### src/rtl/fpga_dsp_pkg.sv
// Shared constants for the FPGA-to-DSP bus receive stage: register map,
// control/status bit positions and the status byte packing helper.
package fpga_dsp_pkg;

  localparam int BUS_W = 8;
  localparam int LVL_W = 4;

  localparam logic [BUS_W-1:0] DATA_ADDR = 8'h10;
  localparam logic [BUS_W-1:0] CTRL_ADDR = 8'h11;
  localparam logic [BUS_W-1:0] STAT_ADDR = 8'h12;

  localparam int CTRL_FLUSH   = 0;
  localparam int CTRL_CLR_OVF = 1;

  localparam int STAT_OVF    = 7;
  localparam int STAT_FULL   = 6;
  localparam int STAT_EMPTY  = 5;
  localparam int STAT_LVL_HI = 3;
  localparam int STAT_LVL_LO = 0;

  function automatic logic [BUS_W-1:0] pack_status(input logic ovf,
                                                   input logic full,
                                                   input logic empty,
                                                   input logic [LVL_W-1:0] level);
    logic [BUS_W-1:0] s;
    s                          = '0;
    s[STAT_OVF]                = ovf;
    s[STAT_FULL]               = full;
    s[STAT_EMPTY]              = empty;
    s[STAT_LVL_HI:STAT_LVL_LO] = level;
    return s;
  endfunction

endpackage

### src/rtl/sync_fifo_fwft.sv
// First-word-fall-through FIFO: head is visible on rdata_o while not empty.
// Occupancy is tracked in its own counter so full/empty never need pointer tricks.
module sync_fifo_fwft #(
  parameter int DEPTH = 8,
  parameter int WIDTH = 8,
  parameter int LVL_W = 4
) (
  input  logic             clk_i,
  input  logic             rst_ni,
  input  logic             push_i,
  input  logic             pop_i,
  input  logic             flush_i,
  input  logic [WIDTH-1:0] wdata_i,
  output logic [WIDTH-1:0] rdata_o,
  output logic             full_o,
  output logic             empty_o,
  output logic [LVL_W-1:0] level_o
);

  localparam int PTR_W = $clog2(DEPTH);

  logic [WIDTH-1:0] mem_q [DEPTH];
  logic [PTR_W-1:0] wr_ptr_q, wr_ptr_d;
  logic [PTR_W-1:0] rd_ptr_q, rd_ptr_d;
  logic [LVL_W-1:0] level_q, level_d;
  logic             do_push, do_pop;

  assign empty_o = (level_q == '0);
  assign full_o  = (level_q == LVL_W'(DEPTH));
  assign level_o = level_q;
  assign rdata_o = empty_o ? '0 : mem_q[rd_ptr_q];

  // Flush beats a same-cycle pop; a pop on a full FIFO makes room for the push.
  assign do_pop  = pop_i & ~empty_o & ~flush_i;
  assign do_push = push_i & ~flush_i & (~full_o | do_pop);

  always_comb begin
    // NOTE: every signal gets a default first so no path leaves it unassigned (no latch).
    wr_ptr_d = wr_ptr_q;
    rd_ptr_d = rd_ptr_q;
    level_d  = level_q;
    if (flush_i) begin
      wr_ptr_d = '0;
      rd_ptr_d = '0;
      level_d  = '0;
    end else begin
      if (do_push) wr_ptr_d = wr_ptr_q + 1'b1;
      if (do_pop)  rd_ptr_d = rd_ptr_q + 1'b1;
      unique case ({do_push, do_pop})
        2'b10:   level_d = level_q + 1'b1;
        2'b01:   level_d = level_q - 1'b1;
        default: level_d = level_q;
      endcase
    end
  end

  always_ff @(posedge clk_i) begin
    // NOTE: sequential state uses non-blocking assignments only.
    if (!rst_ni) begin
      wr_ptr_q <= '0;
      rd_ptr_q <= '0;
      level_q  <= '0;
    end else begin
      wr_ptr_q <= wr_ptr_d;
      rd_ptr_q <= rd_ptr_d;
      level_q  <= level_d;
    end
  end

  // NOTE: storage is not reset; the empty flag masks stale entries from rdata_o.
  always_ff @(posedge clk_i) begin
    if (do_push) mem_q[wr_ptr_q] <= wdata_i;
  end

endmodule

### src/rtl/fpga_dsp_bus_rx.sv
// Bus receive stage: decodes master writes into FIFO pushes and control actions,
// streams the FIFO head to the DSP, and answers status reads one cycle later.
module fpga_dsp_bus_rx
  import fpga_dsp_pkg::*;
#(
  parameter int               DEPTH     = 8,
  parameter logic [BUS_W-1:0] DATA_ADDR = fpga_dsp_pkg::DATA_ADDR,
  parameter logic [BUS_W-1:0] CTRL_ADDR = fpga_dsp_pkg::CTRL_ADDR,
  parameter logic [BUS_W-1:0] STAT_ADDR = fpga_dsp_pkg::STAT_ADDR
) (
  input  logic             Clk,
  input  logic             Rst_n,
  input  logic             BusWr,
  input  logic             BusRd,
  input  logic [BUS_W-1:0] AddrBus,
  input  logic [BUS_W-1:0] DataBus,
  output logic [BUS_W-1:0] RdData,
  output logic             RdValid,
  output logic [BUS_W-1:0] DIn,
  output logic             DInValid,
  input  logic             DInReady,
  output logic             Overflow,
  output logic [LVL_W-1:0] Level
);

  logic wr_data, wr_ctrl, rd_req;
  logic flush, clr_ovf, pop, ovf_set;
  logic full, empty;

  logic             ovf_q, ovf_d;
  logic             rd_valid_q, rd_valid_d;
  logic [BUS_W-1:0] rd_data_q, rd_data_d;

  assign wr_data = BusWr & (AddrBus == DATA_ADDR);
  assign wr_ctrl = BusWr & (AddrBus == CTRL_ADDR);
  assign rd_req  = BusRd & ~BusWr;
  assign flush   = wr_ctrl & DataBus[CTRL_FLUSH];
  assign clr_ovf = wr_ctrl & DataBus[CTRL_CLR_OVF];
  assign pop     = DInValid & DInReady;
  // A data write and a flush never share a cycle, so only the pop can rescue a full push.
  assign ovf_set = wr_data & full & ~pop;

  sync_fifo_fwft #(
    .DEPTH (DEPTH),
    .WIDTH (BUS_W),
    .LVL_W (LVL_W)
  ) u_fifo (
    .clk_i   (Clk),
    .rst_ni  (Rst_n),
    .push_i  (wr_data),
    .pop_i   (pop),
    .flush_i (flush),
    .wdata_i (DataBus),
    .rdata_o (DIn),
    .full_o  (full),
    .empty_o (empty),
    .level_o (Level)
  );

  assign DInValid = ~empty;
  assign Overflow = ovf_q;
  assign RdData   = rd_data_q;
  assign RdValid  = rd_valid_q;

  always_comb begin
    ovf_d      = ovf_q;
    rd_valid_d = rd_req;
    rd_data_d  = rd_data_q;
    if (clr_ovf)      ovf_d = 1'b0;
    else if (ovf_set) ovf_d = 1'b1;
    if (rd_req) begin
      rd_data_d = (AddrBus == STAT_ADDR) ? pack_status(ovf_q, full, empty, Level) : '0;
    end
  end

  always_ff @(posedge Clk) begin
    if (!Rst_n) begin
      ovf_q      <= 1'b0;
      rd_valid_q <= 1'b0;
      rd_data_q  <= '0;
    end else begin
      ovf_q      <= ovf_d;
      rd_valid_q <= rd_valid_d;
      rd_data_q  <= rd_data_d;
    end
  end

endmodule

### config.mk
export PLATFORM = sky130hd
export DESIGN_NAME = fpga_dsp_bus_rx
export DESIGN_NICKNAME = d
export VERILOG_FILES = /design/src/rtl/fpga_dsp_pkg.sv /design/src/rtl/sync_fifo_fwft.sv /design/src/rtl/fpga_dsp_bus_rx.sv
export SDC_FILE = /design/constraint.sdc
export NUM_CORES = 1
export LEC_CHECK = 0
export ABC_AREA = 1
export BUFFER_PORTS_ARGS = -buffer_cell sky130_fd_sc_hd__buf_2
export CORE_MARGIN = 4
export CORE_UTILIZATION = 57
export DETAILED_ROUTE_END_ITERATION = 10
export PLACE_DENSITY = 0.78
export SYNTH_ARGS = -nofsm -noshare
export SYNTH_HDL_FRONTEND = slang
export SYNTH_SLANG_ARGS = --single-unit
### constraint.sdc
create_clock -name Clk -period 2.4 [get_ports Clk]
set_input_delay 0.24 -clock Clk [delete_from_list [all_inputs] [get_ports Clk]]
set_output_delay 0.24 -clock Clk [all_outputs]
set_load 0.01 [all_outputs]
==> impl_metrics.json <==
{
  "outcome": "complete, no violations",
  "powerDensity_mw_per_mm2": 878.4,
  "finClkSkew_ps": 6.918,
  "clkTransAtPathRegs_ps": 80,
  "synth_warnings": 0,
  "cts_buffer_depth": 2,
  "fin_nets": 428,
  "yosysSeqAreaShare": 0.6495,
  "die-area_mm2": 0.007723,
  "ant_nets": 0,
  "r2r-start": "u_fifo.level_o[1]",
  "swShare": 0.3355,
  "synth_ff_type": "edfxtp_1",
  "worst_slack_ps": 167.9,
  "area_growth_pct": 15.55,
  "postSynth.asyncResetShare": 0,
  "r2r_cells": 13,
  "die_h_um": 87.88,
  "clkSinkCount": 86,
  "overflow": 0,
  "power_switching_mw": 1.238,
  "drt_drc_violations_left": 0,
  "ios": 44,
  "whs_path_depth": 3,
  "finalHoldViolCount": 0,
  "ys_types": 27,
  "fill_cells": 458,
  "cp.required_ps": 2670,
  "grt_max_degree": 33,
  "core_area_mm2": 0.006061,
  "synth.top_cell.area_share": 0.5284,
  "drive_gt1_frac": 0.2285,
  "vias_per_cell": 5.531,
  "routedWlPerCell_um": 15.84,
  "vias": 2666,
  "crit_start": "u_fifo.level_o[1]",
  "ir_worst_vdd_mv": 0.6421,
  "hold_start": "Rst_n",
  "clockPowerShare": 0.273,
  "gp_congestion": 0.7727,
  "ys_ff_latch": 86,
  "hold_class": "in2reg",
  "initial_core_util": 0.6001,
  "crit_chain": "inv_2, nand2_2, nor2_4, nor2_4, nand2_4, nand2_4, nand2_1, ha_1, xor2_1, ha_1, a21oi_1, xor2_1, a211oi_1",
  "synth_compound_area_frac": 0.1097,
  "syn_inst": 344,
  "io_buffers": 42,
  "avgSynthCellArea_um2": 10.57,
  "synth_mux_area_frac": 0,
  "first_iter_violations": 203,
  "pwr-share-comb": 0.272,
  "pwr-share-seq": 0.455,
  "grt_pass1_wl_um": 12160,
  "track_usage": 0.2138,
  "clk_latency_ps": 360,
  "synth_top_family_by_area": "simple AND/OR/NAND/NOR gates",
  "dr.pass1.iters": 6,
  "arrival_ps": 2510,
  "fin_crit_sh": 0.9300,
  "yosys.area_share.simple": 0.1696,
  "cts.htree.levels": 3,
  "crit_type": "reg2reg",
  "yosys.area.top_type": "edfxtp_1",
  "rsz0062_at_grt": "no",
  "slew_violations": 0,
  "finalCriticalPeriod_ps": 2232,
  "dp_hpwl_um": 5172,
  "synth_area_mm2": 0.003637,
  "syn-num-nets": 370,
  "tns_ps": 0,
  "cts_buffers": 9,
  "p_leak_nw": 1.628,
  "cp_slowest_cell": "dfxtp_1",
  "antenna_cells": 0,
  "dpl_worst_slack_ps": 147.9,
  "fin_cells": 482,
  "synthAdderAreaFrac": 0.01720,
  "cap_violations": 0,
  "worstReg2RegEnd": "u_fifo.level_o[2]",
  "cts_tree": "yes",
  "place_inst": 466,
  "final_util": 0.6934,
  "drt_wl_total_um": 7637,
  "rrSetupSlack_ps": 170,
  "num_rows": 28,
  "grt_pass1_vias": 2569,
  "slowest_delay_ps": 480,
  "cts-root-buf": "clkbuf_8",
  "die_w_um": 87.88,
  "finalSetupViolCount": 0,
  "synth_area_leaders": "edfxtp_1 (53%), dfxtp_1 (12%), nor2_1 (7.5%)",
  "yosys.area_share.xor_xnor": 0.009632,
  "fmaxAchievable_mhz": 448.0,
  "startpoint_type": "flip-flop",
  "cts_setup_buffers": 0,
  "hold_path_end": "Overflow",
  "synth_edf_count": 64,
  "power.internal_mw": 2.453,
  "crit_path_max_fanout": 8,
  "antenna_found_initial": 0,
  "cp-end-kind": "flip-flop"
}
[Yosys cell counts, drive strengths merged, types with 2 or more instances]
library cell,instances
a31oi,9
dfxtp,22
inv,24
nor2,79
xor2,4
edfxtp,64
clkbuf,3
nor3,2
buf,9
ha,5
a21oi,18
nand3,11
nand2,41
o21ai,49
[area by class of cell]
cell class	instances	area (µm²)	area share
Clock buffer	9	123.9	0.02947
Clock inverter	7	72.57	0.01727
Tap cell	75	93.84	0.02233
Inverter	24	90.09	0.02143
Sequential cell	86	2362	0.5621
Timing Repair Buffer	59	337.8	0.08038
Multi-Input combinational cell	222	1122	0.2670
[cells by family (layout without fill, tap and decap cells)]
| logic type | Yosys count | in the layout |
|---|---|---|
| AO/OA/AOI/OAI | 77 | 77 |
| adder cells (fa/ha/maj) | 5 | 5 |
| XOR/XNOR | 4 | 4 |
| buffers and inverters | 36 | 99 |
| AND/OR/NAND/NOR | 135 | 135 |
| other | 1 | 1 |
| flip-flops | 86 | 86 |
[through the flow]
step	hold WS [ps]	power [mW]	cell area, µm²
after CTS	113.0	3.711	4198
after global routing	119.8	3.902	4203
after global placement	452.7	2.675	4001
after floorplan	338.9	2.405	3637
after detailed placement	457.3	2.704	4001
final	128.9	3.692	4203
[sequential cells by signal, summed over array words and instances (netlist names), named ones only]
register,count
RdValid,1
u_fifo.level_o,4
u_fifo.mem_q,64
Overflow,1
u_fifo.rd_ptr_q,3
RdData,7
u_fifo.wr_ptr_q,3
[power groups by stage]
stage / combinational (mW) / sequential, mW / clock (mW)
after global routing: 1.12 / 1.68 / 1.09
after floorplan: 0.697 / 1.71 / 0
after global placement: 0.967 / 1.71 / 0
after CTS: 1.01 / 1.68 / 1.03
final: 1.00 / 1.68 / 1.01
after detailed placement: 0.993 / 1.71 / 0
[routing by layer]
layer | wire, µm | global-route usage | part of all wire | vias to the layer above
met5 | 0 | 0 | 0 | -
met4 | 197 | 0.1018 | 0.026 | 0
met3 | 454 | 0.04516 | 0.059 | 12
met2 | 3739 | 0.3610 | 0.49 | 97
met1 | 3246 | 0.2621 | 0.43 | 1265
li1 | - | - | - | 1292
[cells in the final DEF (no fill, tap or decap), drive strengths merged]
master / synthesis / layout
nor2: 79 / 79
edfxtp: 64 / 64
buf: 9 / 59
o21ai: 49 / 49
nand2: 41 / 41
inv: 24 / 26
dfxtp: 22 / 22
a21oi: 18 / 18
nand3: 11 / 11
a31oi: 9 / 9
clkbuf: 3 / 9
ha: 5 / 5
xor2: 4 / 4
clkinvlp: 0 / 2
clkinv: 0 / 2
nor3: 2 / 2
nand3b: 1 / 1
a211oi: 1 / 1
or2: 1 / 1
conb: 1 / 1
bufinv: 0 / 1
[worst max-delay path by stage]
stage	depth (start not counted)	slack [ps]	to
2_1_floorplan	13	380	u_fifo.level_o[2]
3_3_place_gp	13	280	u_fifo.level_o[2]
3_5_place_dp	14	150	u_fifo.level_o[2]
4_1_cts	13	140	u_fifo.level_o[2]
5_1_grt	13	10	u_fifo.level_o[2]
6_report	13	170	u_fifo.level_o[2]
[critical path, delay by kind of cell (launching register included)]
| kind | cells | cell delay [ps] |
|---|---|---|
| xor+xnor | 2 | 390 |
| compound gates | 2 | 230 |
| fa+ha+maj | 2 | 430 |
| flops | 1 | 480 |
| buf+inv | 1 | 60 |
| simple gates | 6 | 550 |
[timing repair]
item,in CTS,in global routing
setup endpoints to repair,0,1
hold buffers,0,0
resized for setup,0,1
Note: power is estimated with default switching activity, not from simulation.
